<file path="config.mk">
export PLATFORM = sky130hd
export DESIGN_NAME = mul_issue_ctrl
export DESIGN_NICKNAME = d
export VERILOG_FILES = /design/src/rtl/mul_issue_ctrl_pkg.sv /design/src/rtl/mul_result_sel.sv /design/src/rtl/mul_issue_ctrl.sv
export SDC_FILE = /design/constraint.sdc
export NUM_CORES = 1
export LEC_CHECK = 0
export ABC_AREA = 1
export CORE_AREA = 2 2 198 200
export CTS_CLUSTER_DIAMETER = 150
export DETAILED_ROUTE_END_ITERATION = 7
export DIE_AREA = 0 0 200 202
export SETUP_SLACK_MARGIN = 0.05
export SLEW_MARGIN = 25
export SYNTH_ARGS = -nofsm -noshare
export SYNTH_HDL_FRONTEND = slang
export SYNTH_SLANG_ARGS = --single-unit
export TNS_END_PERCENT = 10
</file>
<file path="constraint.sdc">
create_clock -name Clk -period 3.1 [get_ports Clk]
set_clock_uncertainty 0.05 [all_clocks]
set_input_delay 0.31 -clock Clk [delete_from_list [all_inputs] [get_ports Clk]]
set_output_delay 0.31 -clock Clk [all_outputs]
set_load 0.1 [all_outputs]
</file>
<file path="src/rtl/mul_issue_ctrl_pkg.sv">
// ---------------------------------------------------------------------------
// mul_issue_ctrl_pkg
//   Shared definitions for the Ex-side multiply initiator:
//   - bus widths (DataBus, RegFileAddr, MulDataBus)
//   - hold-flag encodings driven towards the multiplier
//   - FSM state encoding
//   - OP / OP-32 opcodes and the M-extension multiply funct3 codes
//   - helper that tells whether a funct3 selects the high product half
// ---------------------------------------------------------------------------
package mul_issue_ctrl_pkg;

    localparam int DataBus     = 64;
    localparam int RegFileAddr = 5;
    localparam int MulDataBus  = 128;

    localparam logic [1:0] MulHoldIdle  = 2'b00;
    localparam logic [1:0] MulHoldStart = 2'b01;
    localparam logic [1:0] MulHoldBusy  = 2'b10;

    localparam logic [6:0] OpcodeOp   = 7'b0110011;
    localparam logic [6:0] OpcodeOp32 = 7'b0111011;

    localparam logic [2:0] Funct3Mul    = 3'b000;
    localparam logic [2:0] Funct3Mulh   = 3'b001;
    localparam logic [2:0] Funct3Mulhsu = 3'b010;
    localparam logic [2:0] Funct3Mulhu  = 3'b011;

    typedef enum logic [2:0] {
        S_IDLE  = 3'd0,
        S_ISSUE = 3'd1,
        S_WAIT  = 3'd2,
        S_DONE  = 3'd3,
        S_DRAIN = 3'd4
    } mul_state_e;

    // MULH, MULHSU and MULHU all return the upper 64 bits of the product.
    function automatic logic is_high_half(input logic [2:0] funct3);
        return (funct3 == Funct3Mulh) ||
               (funct3 == Funct3Mulhsu) ||
               (funct3 == Funct3Mulhu);
    endfunction

endpackage

</file>
<file path="src/rtl/mul_result_sel.sv">
// ---------------------------------------------------------------------------
// mul_result_sel
//   Combinational result selection from the 128-bit multiplier product.
//   Ports:
//     product  in  128  raw product from the multiplier
//     opcode   in  7    instruction opcode (OP or OP-32)
//     funct3   in  3    multiply variant
//     result   out 64   value to write back
//   MULW returns the sign-extended low word; MUL the low doubleword;
//   MULH/MULHSU/MULHU the high doubleword. Operand signedness is already
//   resolved inside the multiplier, so no correction is applied here.
// ---------------------------------------------------------------------------
module mul_result_sel
    import mul_issue_ctrl_pkg::*;
(
    input  logic [MulDataBus-1:0] product,
    input  logic [6:0]            opcode,
    input  logic [2:0]            funct3,
    output logic [DataBus-1:0]    result
);

    always_comb begin
        result = product[DataBus-1:0];
        if (opcode == OpcodeOp32) begin
            result = {{32{product[31]}}, product[31:0]};
        end else if (is_high_half(funct3)) begin
            result = product[MulDataBus-1:DataBus];
        end
    end

endmodule

</file>
<file path="src/rtl/mul_issue_ctrl.sv">
// ---------------------------------------------------------------------------
// mul_issue_ctrl
//   Ex-side initiator for the multi-cycle multiplier. Accepts one multiply
//   from Ex, runs the start/busy hold-flag handshake, stalls the pipeline
//   while the multiply is outstanding and presents a one-cycle write-back.
//   Flushes and a multiplier that never answers are both absorbed.
//
//   state | meaning
//   ------+-------------------------------------------------------------
//   IDLE  | no multiply outstanding; accepts a request from Ex
//   ISSUE | hold=01 for one cycle; multiplier latches the operands
//   WAIT  | hold=10; waiting for end, result kept on end
//   DRAIN | hold=10; flushed multiply still running, result discarded
//   DONE  | one-cycle write-back, stall released
//
//   Ports:
//     Clk, Rst                  clock, async active-low reset
//     MulReqValid, MulRs1Data, MulRs2Data, MulRdAddr,
//     MulOpCode, MulFunct3, MulFunct7      request from Ex
//     Flush                     squash in-flight or requested multiply
//     MulHoldFlagToMul          00 idle / 01 start / 10 busy
//     Mulitiplicand/MulitiplierToMul, MulWriteAddrToMul, MulOpCodeToMul,
//     MulFunct3ToMul, MulFunct7ToMul      registered request fields
//     ProductFromMul, MulHoldEndFromMul   multiplier response
//     MulStallToCtrl            pipeline hold
//     WbValid, WbWriteEn, WbAddr, WbData  write-back
//     MulTimeout                sticky watchdog error
// ---------------------------------------------------------------------------
module mul_issue_ctrl
    import mul_issue_ctrl_pkg::*;
#(
    parameter int TimeoutCycles = 64
) (
    input  logic                   Clk,
    input  logic                   Rst,

    input  logic                   MulReqValid,
    input  logic [DataBus-1:0]     MulRs1Data,
    input  logic [DataBus-1:0]     MulRs2Data,
    input  logic [RegFileAddr-1:0] MulRdAddr,
    input  logic [6:0]             MulOpCode,
    input  logic [2:0]             MulFunct3,
    input  logic [6:0]             MulFunct7,
    input  logic                   Flush,

    output logic [1:0]             MulHoldFlagToMul,
    output logic [DataBus-1:0]     MulitiplicandToMul,
    output logic [DataBus-1:0]     MulitiplierToMul,
    output logic [RegFileAddr-1:0] MulWriteAddrToMul,
    output logic [6:0]             MulOpCodeToMul,
    output logic [2:0]             MulFunct3ToMul,
    output logic [6:0]             MulFunct7ToMul,

    input  logic [MulDataBus-1:0]  ProductFromMul,
    input  logic                   MulHoldEndFromMul,

    output logic                   MulStallToCtrl,

    output logic                   WbValid,
    output logic                   WbWriteEn,
    output logic [RegFileAddr-1:0] WbAddr,
    output logic [DataBus-1:0]     WbData,

    output logic                   MulTimeout
);

    localparam logic [7:0] WdLast = 8'(TimeoutCycles - 1);

    mul_state_e          state;
    logic [7:0]          wd_cnt;
    logic [DataBus-1:0]  sel_result;

    // Selection uses the registered fields: the Ex inputs may already carry
    // the next instruction while this one is in flight.
    mul_result_sel u_result_sel (
        .product (ProductFromMul),
        .opcode  (MulOpCodeToMul),
        .funct3  (MulFunct3ToMul),
        .result  (sel_result)
    );

    // The IDLE term is combinational so Ex is held in the very cycle the
    // request is accepted; the stall drops in DONE so Ex advances during
    // the write-back cycle.
    assign MulStallToCtrl = ((state != S_IDLE) && (state != S_DONE)) ||
                            ((state == S_IDLE) && MulReqValid && !Flush);

    always_ff @(posedge Clk or negedge Rst) begin
        if (!Rst) begin
            state              <= S_IDLE;
            wd_cnt             <= '0;
            MulHoldFlagToMul   <= MulHoldIdle;
            MulitiplicandToMul <= '0;
            MulitiplierToMul   <= '0;
            MulWriteAddrToMul  <= '0;
            MulOpCodeToMul     <= '0;
            MulFunct3ToMul     <= '0;
            MulFunct7ToMul     <= '0;
            WbValid            <= 1'b0;
            WbWriteEn          <= 1'b0;
            WbAddr             <= '0;
            WbData             <= '0;
            MulTimeout         <= 1'b0;
        end else begin
            WbValid   <= 1'b0;
            WbWriteEn <= 1'b0;

            unique case (state)
                S_IDLE: begin
                    if (MulReqValid && !Flush) begin
                        MulitiplicandToMul <= MulRs1Data;
                        MulitiplierToMul   <= MulRs2Data;
                        MulWriteAddrToMul  <= MulRdAddr;
                        MulOpCodeToMul     <= MulOpCode;
                        MulFunct3ToMul     <= MulFunct3;
                        MulFunct7ToMul     <= MulFunct7;
                        MulHoldFlagToMul   <= MulHoldStart;
                        state              <= S_ISSUE;
                    end
                end

                // The multiplier has already seen start, so a flush here
                // cannot cancel it; DRAIN waits for its end instead. An end
                // during ISSUE is a protocol violation and is ignored.
                S_ISSUE: begin
                    wd_cnt           <= '0;
                    MulHoldFlagToMul <= MulHoldBusy;
                    state            <= Flush ? S_DRAIN : S_WAIT;
                end

                S_WAIT: begin
                    if (MulHoldEndFromMul) begin
                        MulHoldFlagToMul <= MulHoldIdle;
                        if (Flush) begin
                            state <= S_IDLE;
                        end else begin
                            WbValid   <= 1'b1;
                            WbWriteEn <= (MulWriteAddrToMul != '0);
                            WbAddr    <= MulWriteAddrToMul;
                            WbData    <= sel_result;
                            state     <= S_DONE;
                        end
                    end else if (wd_cnt == WdLast) begin
                        MulTimeout       <= 1'b1;
                        MulHoldFlagToMul <= MulHoldIdle;
                        state            <= S_IDLE;
                    end else begin
                        // The watchdog keeps running across WAIT->DRAIN so a
                        // flushed multiply cannot extend the budget.
                        wd_cnt <= wd_cnt + 8'd1;
                        if (Flush) begin
                            state <= S_DRAIN;
                        end
                    end
                end

                S_DRAIN: begin
                    if (MulHoldEndFromMul) begin
                        MulHoldFlagToMul <= MulHoldIdle;
                        state            <= S_IDLE;
                    end else if (wd_cnt == WdLast) begin
                        MulTimeout       <= 1'b1;
                        MulHoldFlagToMul <= MulHoldIdle;
                        state            <= S_IDLE;
                    end else begin
                        wd_cnt <= wd_cnt + 8'd1;
                    end
                end

                // The instruction has retired; a flush here has nothing left
                // to squash.
                S_DONE: begin
                    state <= S_IDLE;
                end

                default: begin
                    MulHoldFlagToMul <= MulHoldIdle;
                    state            <= S_IDLE;
                end
            endcase
        end
    end

endmodule

</file>
### After elaboration in Yosys (flattened, before gate mapping)

Cells that the tools add are included.

* $add $sub $neg: 1
* equality and inequality tests: 16
* multiplexer cells: 24
* bitwise logic cells: 3
* reduce and logical (&&, ||, !) cells: 19

Operators with widths (number)
* 2-to-1 mux 64 bit: 2
* 2-to-1 mux 3 bit: 7
* 2-to-1 mux 8 bit: 2
* one-hot mux 8 bit (2 select lines): 1
* AND reduction 3 bit: 5
* == test 3 x 2 -> 1 bit (second input constant): 4
* one-hot mux 3 bit (4 select lines): 1
* adder 8 x 1 -> 8 bit (second input constant): 1
* == test 8 x 6 -> 1 bit (second input constant): 1
* 2-to-1 mux 2 bit: 4
* one-hot mux 2 bit (4 select lines): 1
* == test 7 x 6 -> 1 bit (second input constant): 1
* == test 3 x 1 -> 1 bit (second input constant): 2
* 2-to-1 mux 1 bit: 6
* nonzero test 5 bit: 1
* logical AND 1 bit: 4
* != test 2 bit (second input constant): 2
* != test 4 bit (second input constant): 1
* == test 3 bit (second input constant): 1
* logical NOT 3 bit: 1
* logical OR 1 bit: 3
* != test 3 x 1 -> 1 bit (second input constant): 1
* != test 3 x 2 -> 1 bit (second input constant): 1
* != test 3 bit (second input constant): 1
* 7 further kinds: 9

* register bits: 235
* bits of input ports: 283
* output and inout port bits: 225
* logic and storage cells: 77

### Longest topological paths before layout

* word-level depth: 5
* depth in mapped cells: 9
* mapped depth without buffers: 8

### Hierarchy

Synthesis repeated with hierarchy kept, for this count alone.

* cells, all modules: 1445
* area, all modules: 11204.5 um2

Modules (own cells, without submodules)
* mul_issue_ctrl: times used 1, cells each 1047, area each 9390.3 um2, sequential area each 5880.6 um2
* mul_result_sel: times used 1, cells each 398, area each 1814.2 um2, sequential area each 0.0 um2

### Worst setup path after synthesis

Ideal clock, no wire load.

* path type: register -> register
* start point: register state[2]
* end point: register MulHoldFlagToMul[1]
* setup time: 0.130 ns
* data arrival time: 2.203 ns
* required time: 2.920 ns
* slack: 0.717 ns
* cell stages (with the launch flop): 8
* buffers on the path: 0
* period minus slack after synthesis: 2.383 ns
* path through: dfrtp_1 -> nor2_1 -> nand2_1 -> nor2_1 -> nor2_1 -> nand2_1 -> nand2_1 -> nand2_1

* word-level cells in the longest chain between the ends: 4
* elaborated cells between the ends (all ways): 11
* those cells by class: 6 x eq/ne; 1 x mux; 1 x bitwise; 3 x reduce/logical

RTL lines
* start, declared: RTL line mul_issue_ctrl.sv:69 `mul_state_e state;`
* start signal, assigned: RTL line mul_issue_ctrl.sv:128 `state <= Flush ? S_DRAIN : S_WAIT;`
* == test 3 bit / == test 3 x 2 -> 1 bit (equally long branches): RTL line mul_issue_ctrl.sv:108 `unique case (state)`
* OR reduction 2 bit (no source line)
* != test 3 x 1 -> 1 bit (no source line)
* AND reduction 3 bit (no source line)
* end signal, assigned: RTL line mul_issue_ctrl.sv:117 `MulHoldFlagToMul <= MulHoldStart;`
* end signal, assigned: RTL line mul_issue_ctrl.sv:127 `MulHoldFlagToMul <= MulHoldBusy;`
* end signal, assigned: RTL line mul_issue_ctrl.sv:133 `MulHoldFlagToMul <= MulHoldIdle;`
* end, declared: RTL line mul_issue_ctrl.sv:46 `output logic [1:0] MulHoldFlagToMul,`

Several ways; a longest one is shown, not always the timed one.
A chain may end at the register's enable or synchronous reset.

### Worst setup path in the final report

* start point: register MulitiplierToMul[35]
* end point: output port MulitiplierToMul[35]

RTL lines
* start, declared: RTL line mul_issue_ctrl.sv:48 `output logic [DataBus-1:0] MulitiplierToMul,`
* start signal, assigned: RTL line mul_issue_ctrl.sv:112 `MulitiplierToMul <= MulRs2Data;`

No word-level cell between the ends.

==> metrics <==
Synth Area in Simple Gates=0.332; DRC=0; final period utilization=0.782; # rows=72; Max-Cap Viols=0; root buffer cell=clkbuf_16; r2r setup slk=1.00 ns; critical path arrival=2.06 ns; Data required, critical path=around 2.7 ns; first-pass GRT wire length=59700 um; grt ovf=0; CTS Sinks=235; post-cts sizing count=0; vias in the first global route=10300; max incr delay on CP=1.14 ns; die height=slightly above 200 um; compound-cell area share of the yosys netlist=0.0280; die extent in x=200 um; CP Cell Sequence=clkdlybuf4s50_1; Synth Net Count=approximately 1600; CP Max Fanout=2; number of synthesis warnings=0; fin. max-slew vios=0; Port Buffer Count=around 500; Total GRT Usage=0.191; Initial DRC Count=roughly 420; final hold vios=0; DR pass1 iterations=5; worst slew pin tran=1.01 ns; clk_lat worst skew=0.54 ns; Cells after Synth=1311; initial antenna violation count=3; largest net degree at the start of global routing=140; Vias=around 10000; outcome=completed; CORE AREA=around 38000 um2; fin crit period=about 2.4 ns; Yosys reg bits=235; Rel. slew slack=0.323; H-tree levels=1; final wirelength=40000 um; dpl hpwl=roughly 29000 um; Ports=508; post-synthesis mux area share=0; Initial Utilization=0.272; CTS tree=done; die area=40400 um2; clock transition at the registers of the reported paths=0.06 ns; Mean Syn Cell Area=7.95 um2; Routed WL per cell=17.2 um; FF-to-FF End=WbData[62]; synthesized-area fraction occupied by adder cells=0.00120; share of layout cells above drive strength 1=0.126; Hold Path Class=input pin to asynchronous set/reset pin; setup violators final=0; nets@finish=2065; Synth-to-Final Area Change=58.9%; CP top delay family=buffers and inverters; Worst Setup End Kind=output port; main combinational cell family by area after synthesis=simple AND/OR/NAND/NOR gates; Startpoint Class=flip-flop; via-per-instance ratio=~4.5; maximum clock rate=a little over 400 MHz; Final Wtd Congestion=0.797; Mapped Area=roughly 10000 um2; register area share after synthesis=0.564; Worst Path Buf+Inv=1; worst reg-to-reg path cell count=8; XOR/XNOR share of the synthesized area=0.00336; post-route ant nets=0; kind of critical path=flip-flop to output port; RSZ-0062 raised after global routing=false; Unique masters post-synth=25; Num CTS Buffers=28; CTS Buffer Depth=3; total negative slack=0 ns; Max stage delay cell, worst path=clkdlybuf4s50_1; worst r2r src=MulOpCodeToMul[4]
==> layout by cell type (no fill, tap or decap), types with 2 or more instances in the layout <==
cell and n:
a21oi_1 45, buf_12 8, buf_4 158, bufinv_16 2, clkbuf_1 4, clkbuf_16 29, clkbuf_8 4, clkdlybuf4s50_1 354
clkinv_2 10, clkinvlp_4 3, dfrtp_1 235, diode_2 2, inv_1 87, inv_2 6, nand2_1 483, nand3_1 225
nand4_1 3, nor2_1 120, nor2_4 2, nor3_1 2, o21ai_1 7, o21bai_1 2, xor2_1 3
==> cell usage after synthesis, drive strengths merged <==
cell | count | area (um2)
xnor2 | 1 | 8.76
o211ai | 1 | 7.51
inv | 94 | 353
a21oi | 45 | 225
nand2 | 484 | 1820
nand3b | 1 | 7.51
o21bai | 2 | 15.0
o21ai | 8 | 43.8
nor3 | 2 | 10.0
ha | 1 | 12.5
nand4 | 3 | 18.8
clkbuf | 29 | 109
nand3 | 225 | 1130
nor4 | 1 | 6.26
nor2 | 123 | 474
xor2 | 3 | 26.3
buf | 53 | 275
dfrtp | 235 | 5880
==> metrics by stage <==
step                setup WS, ns  hold slack, ns  cells  instance area [um2]   util
detailed placement         0.855           0.260   2268                15600  0.408
CTS                        0.641           0.235   2321                16500  0.432
global placement           0.905           0.258   2268                15600  0.408
finish                     0.676           0.257   2323                16600  0.432
global route               0.614           0.255   2321                16500  0.432
floorplan                  0.717         -0.0356   1311                10400      -
==> timing repair <==
item / CTS / global route
hold buffers: 1 / 0
hold endpoints to repair: 59 / 0
setup buffers: 0 / 0
==> final cells by class <==
cell class              instances  area, um2
flip-flops and latches        235       5880
clock inverters                15        133
diodes                          2       5.00
inverters                      94        355
repair buffers                522       4910
well taps                     518        648
fillers                      3852      21700
multi-input cells             900       3820
clock buffers                  37        796
==> sequential cells by signal (all words and copies together) (netlist names) <==
name	cells
MulWriteAddrToMul	5
MulOpCodeToMul	7
MulHoldFlagToMul	2
MulFunct3ToMul	3
MulitiplicandToMul	64
MulFunct7ToMul	7
WbAddr	5
wd_cnt	8
WbValid	1
WbWriteEn	1
MulitiplierToMul	64
state	3
WbData	64
MulTimeout	1
==> logic make-up (layout without fill, tap and decap cells) <==
kind of cell	count (synthesis)	count (layout)
DFF	235	235
and+or+nand+nor	839	839
AOI/OAI and AO/OA	56	56
xor gates and xnor gates	4	4
other	0	2
buffers and inverters	176	668
adders and majority gates	1	1
==> metal layers <==
metal / wire [um] / vias to the layer above / track usage
met3: 4150 / 65 / 0.0591
met4: 1440 / 0 / 0.0688
li1: - / 5057 / -
met1: 15500 / 4804 / 0.226
met5: 0 / - / 0
met2: 18900 / 449 / 0.324
==> how the worst max path moves through the flow <==
stage | from | slack, ns | endpoint | depth (start not counted)
after detailed placement | Flush | 0.85 | MulitiplicandToMul[8] | 6
after floorplan | state[2] | 0.72 | MulHoldFlagToMul[1] | 7
after global routing | MulitiplicandToMul[24] | 0.61 | MulitiplicandToMul[24] | 1
after CTS | MulitiplicandToMul[31] | 0.64 | MulitiplicandToMul[31] | 1
final | MulitiplierToMul[35] | 0.68 | MulitiplierToMul[35] | 1
after global placement | MulOpCodeToMul[4] | 0.91 | WbData[49] | 8
Power is not shown: default switching activity piles up to over one toggle a cycle in this logic, so the estimate is an artifact.
